File: config.mk
export PLATFORM = sky130hd
export DESIGN_NAME = svm_detect
export DESIGN_NICKNAME = d
export VERILOG_FILES = /design/src/rtl/svm_detect_pkg.sv /design/src/rtl/svm_detect_nms.sv /design/src/rtl/svm_detect.sv
export SDC_FILE = /design/constraint.sdc
export NUM_CORES = 1
export LEC_CHECK = 0
export BUFFER_PORTS_ARGS = -buffer_cell sky130_fd_sc_hd__buf_4
export CAP_MARGIN = 20
export CORE_ASPECT_RATIO = 0.5
export CORE_MARGIN = 4
export CORE_UTILIZATION = 39
export DETAILED_ROUTE_END_ITERATION = 8
export GPL_TIMING_DRIVEN = 0
export PLACE_DENSITY_LB_ADDON = 0.05
export SLEW_MARGIN = 20
export SYNTH_ARGS = -nofsm -noshare
export SYNTH_HDL_FRONTEND = slang
export SYNTH_HIERARCHICAL = 1
export SYNTH_SLANG_ARGS = --single-unit
File: constraint.sdc
create_clock -name clk_proc -period 6.15 [get_ports clk_proc]
set_input_delay 1.23 -clock clk_proc [delete_from_list [all_inputs] [get_ports clk_proc]]
set_output_delay 1.23 -clock clk_proc [all_outputs]
set_load 0.01 [all_outputs]
File: src/rtl/svm_detect_pkg.sv
// Shared constants, register map and saturation helper for the SVM
// detection stage.
package svm_detect_pkg;

    localparam logic [31:0] NEG_INF   = 32'h8000_0000;
    localparam int          X_LSB     = 24;
    localparam int          Y_LSB     = 16;
    localparam int          SCORE_LSB = 0;

    typedef enum logic [1:0] {
        SCR    = 2'd0,
        THRESH = 2'd1,
        COUNT  = 2'd2,
        RSVD   = 2'd3
    } reg_addr_e;

    function automatic logic [15:0] sat16(input logic signed [31:0] v);
        if (v > 32'sd32767)
            return 16'h7FFF;
        else if (v < -32'sd32768)
            return 16'h8000;
        else
            return v[15:0];
    endfunction

endpackage

File: src/rtl/svm_detect_nms.sv
// Horizontal 3-tap non-max suppression over one score row. A row-end centre
// has no right neighbour and is judged one cycle later via pend_last.
module svm_detect_nms
    import svm_detect_pkg::*;
#(
    parameter int WPI = 10
)
(
    input  logic               clk_proc,
    input  logic               reset_n,
    input  logic               acc,
    input  logic signed [31:0] data,
    input  logic [7:0]         col,
    input  logic [7:0]         row,
    input  logic signed [31:0] thresh,
    output logic               eval,
    output logic               hit,
    output logic [7:0]         x,
    output logic [7:0]         y,
    output logic signed [31:0] score
);

    logic signed [31:0] l_reg;
    logic signed [31:0] c_reg;
    logic signed [31:0] r_val;
    logic [7:0]         cx;
    logic [7:0]         cy;
    logic               pend_last;
    logic               last_col;

    assign last_col = (col == 8'(WPI - 1));

    // A col-0 arrival never judges the previous centre, so a pending row-end
    // evaluation owns the cycle; an unfinished row's tail is simply overwritten.
    always_comb begin
        eval  = 1'b0;
        r_val = NEG_INF;
        if (pend_last) begin
            eval = 1'b1;
        end else if (acc && col != 8'd0) begin
            eval  = 1'b1;
            r_val = data;
        end
        hit = eval && (c_reg > thresh) && (c_reg > l_reg) && (c_reg >= r_val);
    end

    assign x     = cx;
    assign y     = cy;
    assign score = c_reg;

    always_ff @(posedge clk_proc or negedge reset_n) begin
        if (!reset_n) begin
            l_reg     <= '0;
            c_reg     <= '0;
            cx        <= '0;
            cy        <= '0;
            pend_last <= 1'b0;
        end else begin
            pend_last <= acc && last_col;
            if (acc) begin
                l_reg <= (col == 8'd0) ? NEG_INF : c_reg;
                c_reg <= data;
                cx    <= col;
                cy    <= row;
            end
        end
    end

endmodule

File: src/rtl/svm_detect.sv
// SVM detection stage: thresholds window scores, applies horizontal NMS and
// streams packed detection words; frame count and status over Avalon-MM.
module svm_detect
    import svm_detect_pkg::*;
#(
    parameter int WPI           = 10,
    parameter int HPI           = 59,
    parameter int WINROWS       = 16,
    parameter int MAXDET        = 64,
    parameter int CLK_PROC_FREQ = 48
)
(
    input  logic        clk_proc,
    input  logic        reset_n,
    input  logic        in_fv,
    input  logic        in_dv,
    input  logic [31:0] in_data,
    output logic        out_fv,
    output logic        out_dv,
    output logic [31:0] out_data,
    input  logic [1:0]  addr_rel_i,
    input  logic        wr_i,
    input  logic        rd_i,
    input  logic [31:0] datawr_i,
    output logic [31:0] datard_o
);

    localparam int NROWS = HPI - WINROWS + 1;
    localparam int RW    = (NROWS > 256) ? $clog2(NROWS + 1) : 8;
    localparam int CW    = $clog2(MAXDET + 1);

    // The clock frequency is a platform annotation and drives no logic.
    if (CLK_PROC_FREQ < 1) begin : g_freq_unset
    end

    logic          fv_d, frm_act, fall_d;
    logic [1:0]    fv_pipe;
    logic          rise, fall, fv_ok, acc;
    logic [7:0]    col, col_cur;
    logic [RW-1:0] row, row_cur;
    logic          en_f;
    logic [31:0]   thr_f;
    logic          scr_en, ovf;
    logic [31:0]   thresh_r, count_r, rd_mux;
    logic [CW-1:0] det_cnt;
    logic          eval, hit, qual, emit, ovf_set;
    logic [7:0]    ex, ey;
    logic [31:0]   escore;

    always_comb begin
        rise    = in_fv & ~fv_d;
        fall    = frm_act & ~in_fv;
        fv_ok   = in_fv & (frm_act | rise);
        acc     = in_dv & fv_ok;
        col_cur = rise ? '0 : col;
        row_cur = rise ? '0 : row;
        qual    = eval & hit & en_f;
        emit    = qual & (det_cnt < CW'(MAXDET));
        ovf_set = qual & ~emit;
    end

    svm_detect_nms #(.WPI(WPI)) u_nms (
        .clk_proc (clk_proc),
        .reset_n  (reset_n),
        .acc      (acc),
        .data     (in_data),
        .col      (col_cur),
        .row      (row_cur[7:0]),
        .thresh   (thr_f),
        .eval     (eval),
        .hit      (hit),
        .x        (ex),
        .y        (ey),
        .score    (escore)
    );

    // fv_d resets high so a frame already in flight at reset release is
    // ignored until in_fv has been seen low.
    always_ff @(posedge clk_proc or negedge reset_n) begin
        if (!reset_n) begin
            fv_d    <= 1'b1;
            frm_act <= 1'b0;
            fall_d  <= 1'b0;
            fv_pipe <= '0;
            en_f    <= 1'b0;
            thr_f   <= '0;
        end else begin
            fv_d    <= in_fv;
            fall_d  <= fall;
            fv_pipe <= {fv_pipe[0], fv_ok};
            if (rise) begin
                frm_act <= 1'b1;
                en_f    <= scr_en;
                thr_f   <= thresh_r;
            end else if (!in_fv) begin
                frm_act <= 1'b0;
            end
        end
    end

    assign out_fv = fv_pipe[1];

    always_ff @(posedge clk_proc or negedge reset_n) begin
        if (!reset_n) begin
            col     <= '0;
            row     <= '0;
            det_cnt <= '0;
            count_r <= '0;
        end else begin
            if (acc) begin
                if (col_cur == 8'(WPI - 1)) begin
                    col <= '0;
                    row <= row_cur + RW'(1);
                end else begin
                    col <= col_cur + 8'd1;
                    row <= row_cur;
                end
            end else if (rise) begin
                col <= '0;
                row <= '0;
            end
            if (rise)
                det_cnt <= '0;
            else if (emit)
                det_cnt <= det_cnt + CW'(1);
            // fall_d lands after any row-end flush has been counted
            if (fall_d)
                count_r <= 32'(det_cnt);
        end
    end

    always_ff @(posedge clk_proc or negedge reset_n) begin
        if (!reset_n) begin
            out_dv   <= 1'b0;
            out_data <= '0;
        end else begin
            out_dv <= emit;
            if (emit)
                out_data <= (32'(ex) << X_LSB) | (32'(ey) << Y_LSB)
                          | (32'(sat16(escore)) << SCORE_LSB);
        end
    end

    always_comb begin
        rd_mux = '0;
        case (reg_addr_e'(addr_rel_i))
            SCR:     rd_mux = {30'd0, ovf, scr_en};
            THRESH:  rd_mux = thresh_r;
            COUNT:   rd_mux = count_r;
            default: rd_mux = '0;
        endcase
    end

    always_ff @(posedge clk_proc or negedge reset_n) begin
        if (!reset_n) begin
            scr_en   <= 1'b0;
            ovf      <= 1'b0;
            thresh_r <= '0;
            datard_o <= '0;
        end else begin
            if (wr_i) begin
                case (reg_addr_e'(addr_rel_i))
                    SCR:     scr_en   <= datawr_i[0];
                    THRESH:  thresh_r <= datawr_i;
                    default: ;
                endcase
            end
            if (ovf_set)
                ovf <= 1'b1;
            else if (wr_i && reg_addr_e'(addr_rel_i) == SCR && datawr_i[1])
                ovf <= 1'b0;
            if (rd_i)
                datard_o <= rd_mux;
        end
    end

endmodule

-- Word-level counts from Yosys, hierarchy flattened
Index checks and enable logic that the tools add are counted.
- memories: 0
- logic and storage cells: 83
- register bits: 248
- bits in latches: 0
- bits of input ports: 72
- output and inout port bits: 66
- RAM bits: 0
- memory bits (read-only): 0
- divide/modulo/power cells: 0
- order comparisons: 6
- multiply operators: 0
- equal/unequal tests: 4
- mux-type cells: 21
- shift operators: 0
- reductions and logical operators: 14
- $add $sub $neg: 3
- bitwise gates (word level): 14
- operators with widths (cell ; number):
    32-bit 2-to-1 mux ; 3
    32-bit one-hot mux with 3 select lines ; 1
    32-bit greater-than comparator ; 2
    16-bit 2-to-1 mux ; 3
    8-bit 2-to-1 mux ; 6
    32-bit >= comparator ; 1
    32-bit by 16-bit greater-than comparator with 1-bit output, second input constant ; 1
    32-bit by 16-bit < comparator with 1-bit output, second input constant ; 1
    32-bit by 16-bit bitwise OR with 32-bit output ; 1
    32-bit by 24-bit bitwise OR with 32-bit output ; 1
    8-bit by 1-bit adder with 8-bit output, second input constant ; 2
    7-bit 2-to-1 mux ; 2
    1-bit AND ; 8
    8-bit by 4-bit == test with 1-bit output, second input constant ; 1
    8-bit zero test ; 1
    8-bit nonzero test ; 1
    7-bit by 1-bit adder with 7-bit output, second input constant ; 1
    1-bit logical AND ; 7
    7-bit < comparator, second input constant ; 1
    1-bit 2-to-1 mux ; 6
    2-bit AND reduction ; 2
    2-bit nonzero test ; 2
    1-bit NOT ; 3
    2-bit by 1-bit == test with 1-bit output, second input constant ; 1
    4 further kinds ; 4

-- Logic depth before layout (Yosys ltp)
- depth in word-level cells: 17
- gate-level depth with buffers: 22
- gate-level depth less buffers: 19

-- Hierarchy
The synthesis kept the hierarchy.
- modules (own cells, without submodules) (module ; sequential area each (um^2) ; cells each ; area each (um^2) ; instances):
    svm_detect ; 4180.3 ; 629 ; 6744.0 ; 1
    svm_detect_nms ; 2026.9 ; 565 ; 5510.3 ; 1

-- Least setup slack after synthesis
No wires, ideal clock.
- path type: input to register
- start point: input in_dv
- end point: register out_data[15]
- setup slack: 0.662 ns
- arrival: 5.362 ns
- buffers on the path: 5
- setup time: 0.125 ns
- stages: 20
- data required time: 6.025 ns
- cell sequence: and2_1 > nand2_1 > inv_1 > buf_2 > clkbuf_1 > clkbuf_1 > clkbuf_1 > nand3_1 > ha_1 > a21oi_1 > o21a_1 > o2bb2ai_1 > o41ai_1 > o311ai_2 > mux2i_1 > nor4_2 > nand4b_2 > nor3_2 > buf_2 > a211oi_1
- longest elaborated chain between the ends: 10
- elaborated cells on any way between the ends: 13
- those cells by class: order compare: 1; mux: 4; bitwise: 4; reduce/logical: 4
- RTL lines (what ; line ; RTL):
    from (decl) ; svm_detect.sv:16 ; input logic in_dv,
    1-bit AND * ; svm_detect.sv:54 ; acc = in_dv & fv_ok;
    net acc ; svm_detect.sv:38 ; logic rise, fall, fv_ok, acc;
    1-bit logical AND * ; svm_detect_nms.sv:40 ; end else if (acc && col != 8'd0) begin
    branches (longest 4 deep; another with 32-bit >= comparator) ; n/a ;
    1-bit logical AND * ; svm_detect_nms.sv:44 ; hit = eval && (c_reg > thresh) && (c_reg > l_reg) && (c_reg >= r_val);
    net hit ; svm_detect.sv:46 ; logic eval, hit, qual, emit, ovf_set;
    1-bit AND * (2 in series) ; svm_detect.sv:57 ; qual = eval & hit & en_f;
    1-bit AND * ; svm_detect.sv:58 ; emit = qual & (det_cnt < CW'(MAXDET));
    to (signal assigned) ; svm_detect.sv:139 ; out_data <= (32'(ex) << X_LSB) | (32'(ey) << Y_LSB)
    to (decl) ; svm_detect.sv:20 ; output logic [31:0] out_data,
Mark *: on every way through the listed nets, which the timed path passes.
A chain may end at the register's enable or synchronous reset.

-- Worst setup path after layout
- start point: input in_fv
- end point: register out_data[3]
- elaborated cells on any way between the ends: 18
- those cells by class: order compare: 1; mux: 5; bitwise: 7; reduce/logical: 5
- RTL lines (what ; line ; RTL):
    from (decl) ; svm_detect.sv:15 ; input logic in_fv,
    1-bit AND * ; svm_detect.sv:51 ; rise = in_fv & ~fv_d;
    8-bit 2-to-1 mux * ; n/a ;
    net col_cur[5] ; svm_detect.sv:39 ; logic [7:0] col, col_cur;
    8-bit nonzero test * ; svm_detect_nms.sv:40 ;
    1-bit logical AND * ; svm_detect_nms.sv:40 ;
    branches (longest 4 deep; another with 32-bit >= comparator) ; n/a ;
    1-bit logical AND * ; svm_detect_nms.sv:44 ;
    net hit ; svm_detect.sv:46 ;
    1-bit AND * (2 in series) ; svm_detect.sv:57 ;
    1-bit AND * ; svm_detect.sv:58 ;
Marked as above.

==> out/metrics.json <==
{
  "worst_setup_path": {
    "worst-r2r-cell-count": 20,
    "worst_endpoint_data_arrival_time_ns": 6.27,
    "worstPathRequired_ns": 6.57,
    "worst-r2r-setup-slack_ns": 0.56,
    "crit-reg2reg-launch": "fv_d",
    "timing.critical_path.from_type": "input port",
    "worstReg2RegEnd": "out_data[3]",
    "worstSetupEndpointType": "flop",
    "worst-path-max-fanout": 10,
    "path_class": "in -> reg"
  },
  "timing": {
    "final_critical_path_setup_slack_ns": 0.3014,
    "final.period_utilization": 0.9510,
    "final_max_slew_viol_count": 0,
    "timing.max_slew.rel_slack": 0.5165,
    "clock.fmax_ghz": 0.1710,
    "hold_viol": 0,
    "final.setup_skew_ns": 0.02243,
    "setup_viol": 0,
    "finalCriticalPeriod_ns": 5.849,
    "tightest_slew_ns": 0.7253,
    "fin_tns_setup_ns": 0,
    "rsz0062_at_grt": "no"
  },
  "logic_synthesis": {
    "synth_area_per_cell_sq_um": 10.26,
    "yosys_register_bits": 248,
    "ys.flop_type": "sky130_fd_sc_hd__dfrtp_1",
    "synth.distinct_cells": 64,
    "syn_inst": 1194,
    "syn_area_sq_um": 12250,
    "yosys_warnings": 6,
    "synth_nets": 1366,
    "synthArstFlopShare": 1.000,
    "yosysSeqAreaShare": 0.5065,
    "count_of_flip_flops_with_a_built_in_enable_after_synthesis": 0
  },
  "die": {
    "design.die.area_sq_um": 34490,
    "initial_utilization": 0.4001,
    "ios": 138,
    "core-area_sq_um": 30630,
    "num_rows": 45,
    "die_h_um": 133.3,
    "die_width_um": 258.7
  },
  "cts": {
    "cts_htree_levels": 1,
    "cts-buffers-inserted": 25,
    "clock-root-buffer": "sky130_fd_sc_hd__clkbuf_16",
    "path_clk_slew_ns": 0.06,
    "cts.sinks": 248,
    "clkLatencyLatePin_ns": 0.54,
    "cts-root-to-sink-buffers": 3,
    "cts_tree": "done"
  },
  "cells_and_area": {
    "n_antenna_cell": 0,
    "layoutNonFillerInstCount": 1801,
    "fillcell_total": 2950,
    "layout_common_cells": "247 x sky130_fd_sc_hd__dfrtp_1, 246 x sky130_fd_sc_hd__nand2_1, 137 x sky130_fd_sc_hd__buf_4",
    "layout.area.seq_sq_um": 6207,
    "mostFrequentLayoutCell": "sky130_fd_sc_hd__dfrtp_1",
    "flow.area_growth_from_synthesis_pct": 20.69,
    "finalNetCount": 1533,
    "final_layout_size_suffix_gt1_frac": 0.2293,
    "multi_input_area_sq_um": 5527,
    "post-route-util": 0.4828
  },
  "global_route": {
    "grt_antenna_before_repair": 0,
    "first_global_vias": 9238,
    "grt_use_total": 0.1905,
    "gr-total-overflow": 0,
    "grt_pass1_wl_mm": 52.45,
    "maximum_number_of_pins_on_one_net_before_global_route_repair": 80
  },
  "routing": {
    "num_vias": 9132,
    "vias_per_cell": 5.071,
    "ant_nets": 0,
    "wirelength_mm": 32.83,
    "drt_iter0_drc": 569,
    "detail_route.first_pass.iterations": 5,
    "drt-wirelength-per-cell_um": 18.23,
    "drcViolationCount": 0
  },
  "power": {
    "power-per-cell-area_nw_per_um2": 303.0,
    "max-vdd-ir-drop_uv": 181.2,
    "leakage_uw": 0.007166
  },
  "hold_path": {
    "hold-path-endpoint": "fv_pipe[1]",
    "worstHoldPathCells": 0,
    "worstHoldStart": "fv_pipe[0]",
    "min_path_type": "reg -> reg"
  },
  "placement": {
    "place.detailed.instances": 1756,
    "io_buffer_count": 136,
    "routabilityCongestion": 0.8227,
    "detailedPlacementHpwl_mm": 24.91,
    "worst_setup_timing_slack_at_the_placement_stage_ns": -1.569
  },
  "outcome": {
    "status": "finished, final reports clean"
  },
  "job": {
    "maxCapViolations": 0
  }
}
==> cell type report <==
class	count	area share
buffer	48	0.01489
clock buffer	38	0.04966
clock inverter	6	0.003892
inverter	99	0.02538
multi-input combinational	798	0.3737
sequential	248	0.4197
tap	423	0.03579
timing repair buffer	141	0.07699
==> cell usage after synthesis, types with 4 or more instances <==
library cell               instances  area share
sky130_fd_sc_hd__mux2_2           87       0.080
sky130_fd_sc_hd__nand3_1          43       0.018
sky130_fd_sc_hd__a21o_1            7      0.0043
sky130_fd_sc_hd__buf_1             5      0.0015
sky130_fd_sc_hd__nand4_1          26       0.013
sky130_fd_sc_hd__a221o_1           6      0.0049
sky130_fd_sc_hd__buf_2             8      0.0033
sky130_fd_sc_hd__a21oi_1          47       0.019
sky130_fd_sc_hd__xor2_1           13      0.0093
sky130_fd_sc_hd__inv_1            99       0.030
sky130_fd_sc_hd__and2_1           15      0.0077
sky130_fd_sc_hd__and4_1            4      0.0029
sky130_fd_sc_hd__nor3_1            4      0.0016
sky130_fd_sc_hd__nor4_1           15      0.0077
sky130_fd_sc_hd__o21ai_0          71       0.029
sky130_fd_sc_hd__dfrtp_1         247        0.50
sky130_fd_sc_hd__a221o_2          10      0.0092
sky130_fd_sc_hd__nand2_1         246       0.075
sky130_fd_sc_hd__clkbuf_1         35       0.011
sky130_fd_sc_hd__xnor2_1           5      0.0036
sky130_fd_sc_hd__a22oi_1           5      0.0031
sky130_fd_sc_hd__nand3b_1          4      0.0025
sky130_fd_sc_hd__ha_1            100        0.10
sky130_fd_sc_hd__nand2b_1          4      0.0020
sky130_fd_sc_hd__a211oi_1          4      0.0025
sky130_fd_sc_hd__nor2_1           29      0.0089
sky130_fd_sc_hd__nor2b_1           5      0.0026
==> cell families (layout without fill, tap and decap cells) <==
| family | Yosys count | count (layout) | synth area share |
|---|---|---|---|
| and+or+nand+nor | 412 | 412 | 0.1569 |
| DFF | 248 | 248 | 0.5065 |
| AOI/OAI and AO/OA | 178 | 178 | 0.09241 |
| buffers and inverters | 148 | 332 | 0.04676 |
| adders and majority gates | 100 | 100 | 0.1021 |
| muxes | 90 | 90 | 0.08240 |
| xor gates and xnor gates | 18 | 18 | 0.01286 |
==> how the worst max path moves through the flow <==
stage          startpoint            to  slack, ns  cells after the start
5_1_grt             in_fv  out_data[10]       0.06                     21
3_5_place_dp        in_fv  out_data[10]      -1.57                     22
6_report            in_fv   out_data[3]       0.30                     21
4_1_cts             in_fv    det_cnt[0]      -0.02                     23
2_1_floorplan       in_dv  out_data[15]       0.66                     20
3_3_place_gp        in_fv  out_data[14]      -1.54                     22
==> per-layer routing <==
metal  track usage  part of all wire
met1        0.3024              0.53
met2        0.2672              0.40
met3       0.04274             0.052
met4       0.03084             0.015
met5             0                 0
==> where the power goes <==
part	internal, uW	total (uW)	leakage (uW)	switching [uW]
logic	427	929	0.00356	502
registers	1820	2050	0.00322	222
clock network	861	1510	0.000389	645
==> worst max-delay path, stage by stage <==
cell	delay [ns]
sky130_fd_sc_hd__buf_4	0.14
sky130_fd_sc_hd__nand2b_1	0.10
sky130_fd_sc_hd__buf_2	0.22
sky130_fd_sc_hd__clkbuf_1	0.34
sky130_fd_sc_hd__and2_1	0.27
sky130_fd_sc_hd__nor4_2	0.10
sky130_fd_sc_hd__a31oi_2	0.35
sky130_fd_sc_hd__clkbuf_2	0.36
sky130_fd_sc_hd__nand3_1	0.14
sky130_fd_sc_hd__ha_1	0.33
sky130_fd_sc_hd__a21oi_1	0.14
sky130_fd_sc_hd__o21ai_0	0.11
sky130_fd_sc_hd__o2bb2ai_1	0.16
sky130_fd_sc_hd__o41ai_2	0.46
sky130_fd_sc_hd__o311ai_2	0.22
sky130_fd_sc_hd__mux2i_1	0.23
sky130_fd_sc_hd__nor4_4	0.39
sky130_fd_sc_hd__nand4b_4	0.14
sky130_fd_sc_hd__buf_12	0.17
sky130_fd_sc_hd__clkbuf_2	0.22
sky130_fd_sc_hd__a221o_2	0.43
==> what timing repair did <==
| item | in CTS | in global routing |
|---|---|---|
| gates resized for setup | 15 | 10 |
| setup endpoints to repair | 40 | 40 |
| setup buffers | 1 | 1 |
| hold endpoints to repair | 0 | 0 |
| pin swaps | 1 | 1 |
| hold buffers | 0 | 0 |
==> through the flow <==
step	hold slack (ns)	total power (uW)	cell area (sq um)
6_report	0.3499	4481	14790
5_1_grt	0.3543	4768	14790
4_1_cts	0.3515	4525	14740
3_5_place_dp	0.3372	2989	13890
3_3_place_gp	0.3370	2943	13800
2_1_floorplan	0.3312	2603	12250
Note: power is estimated with default switching activity, not from simulation.
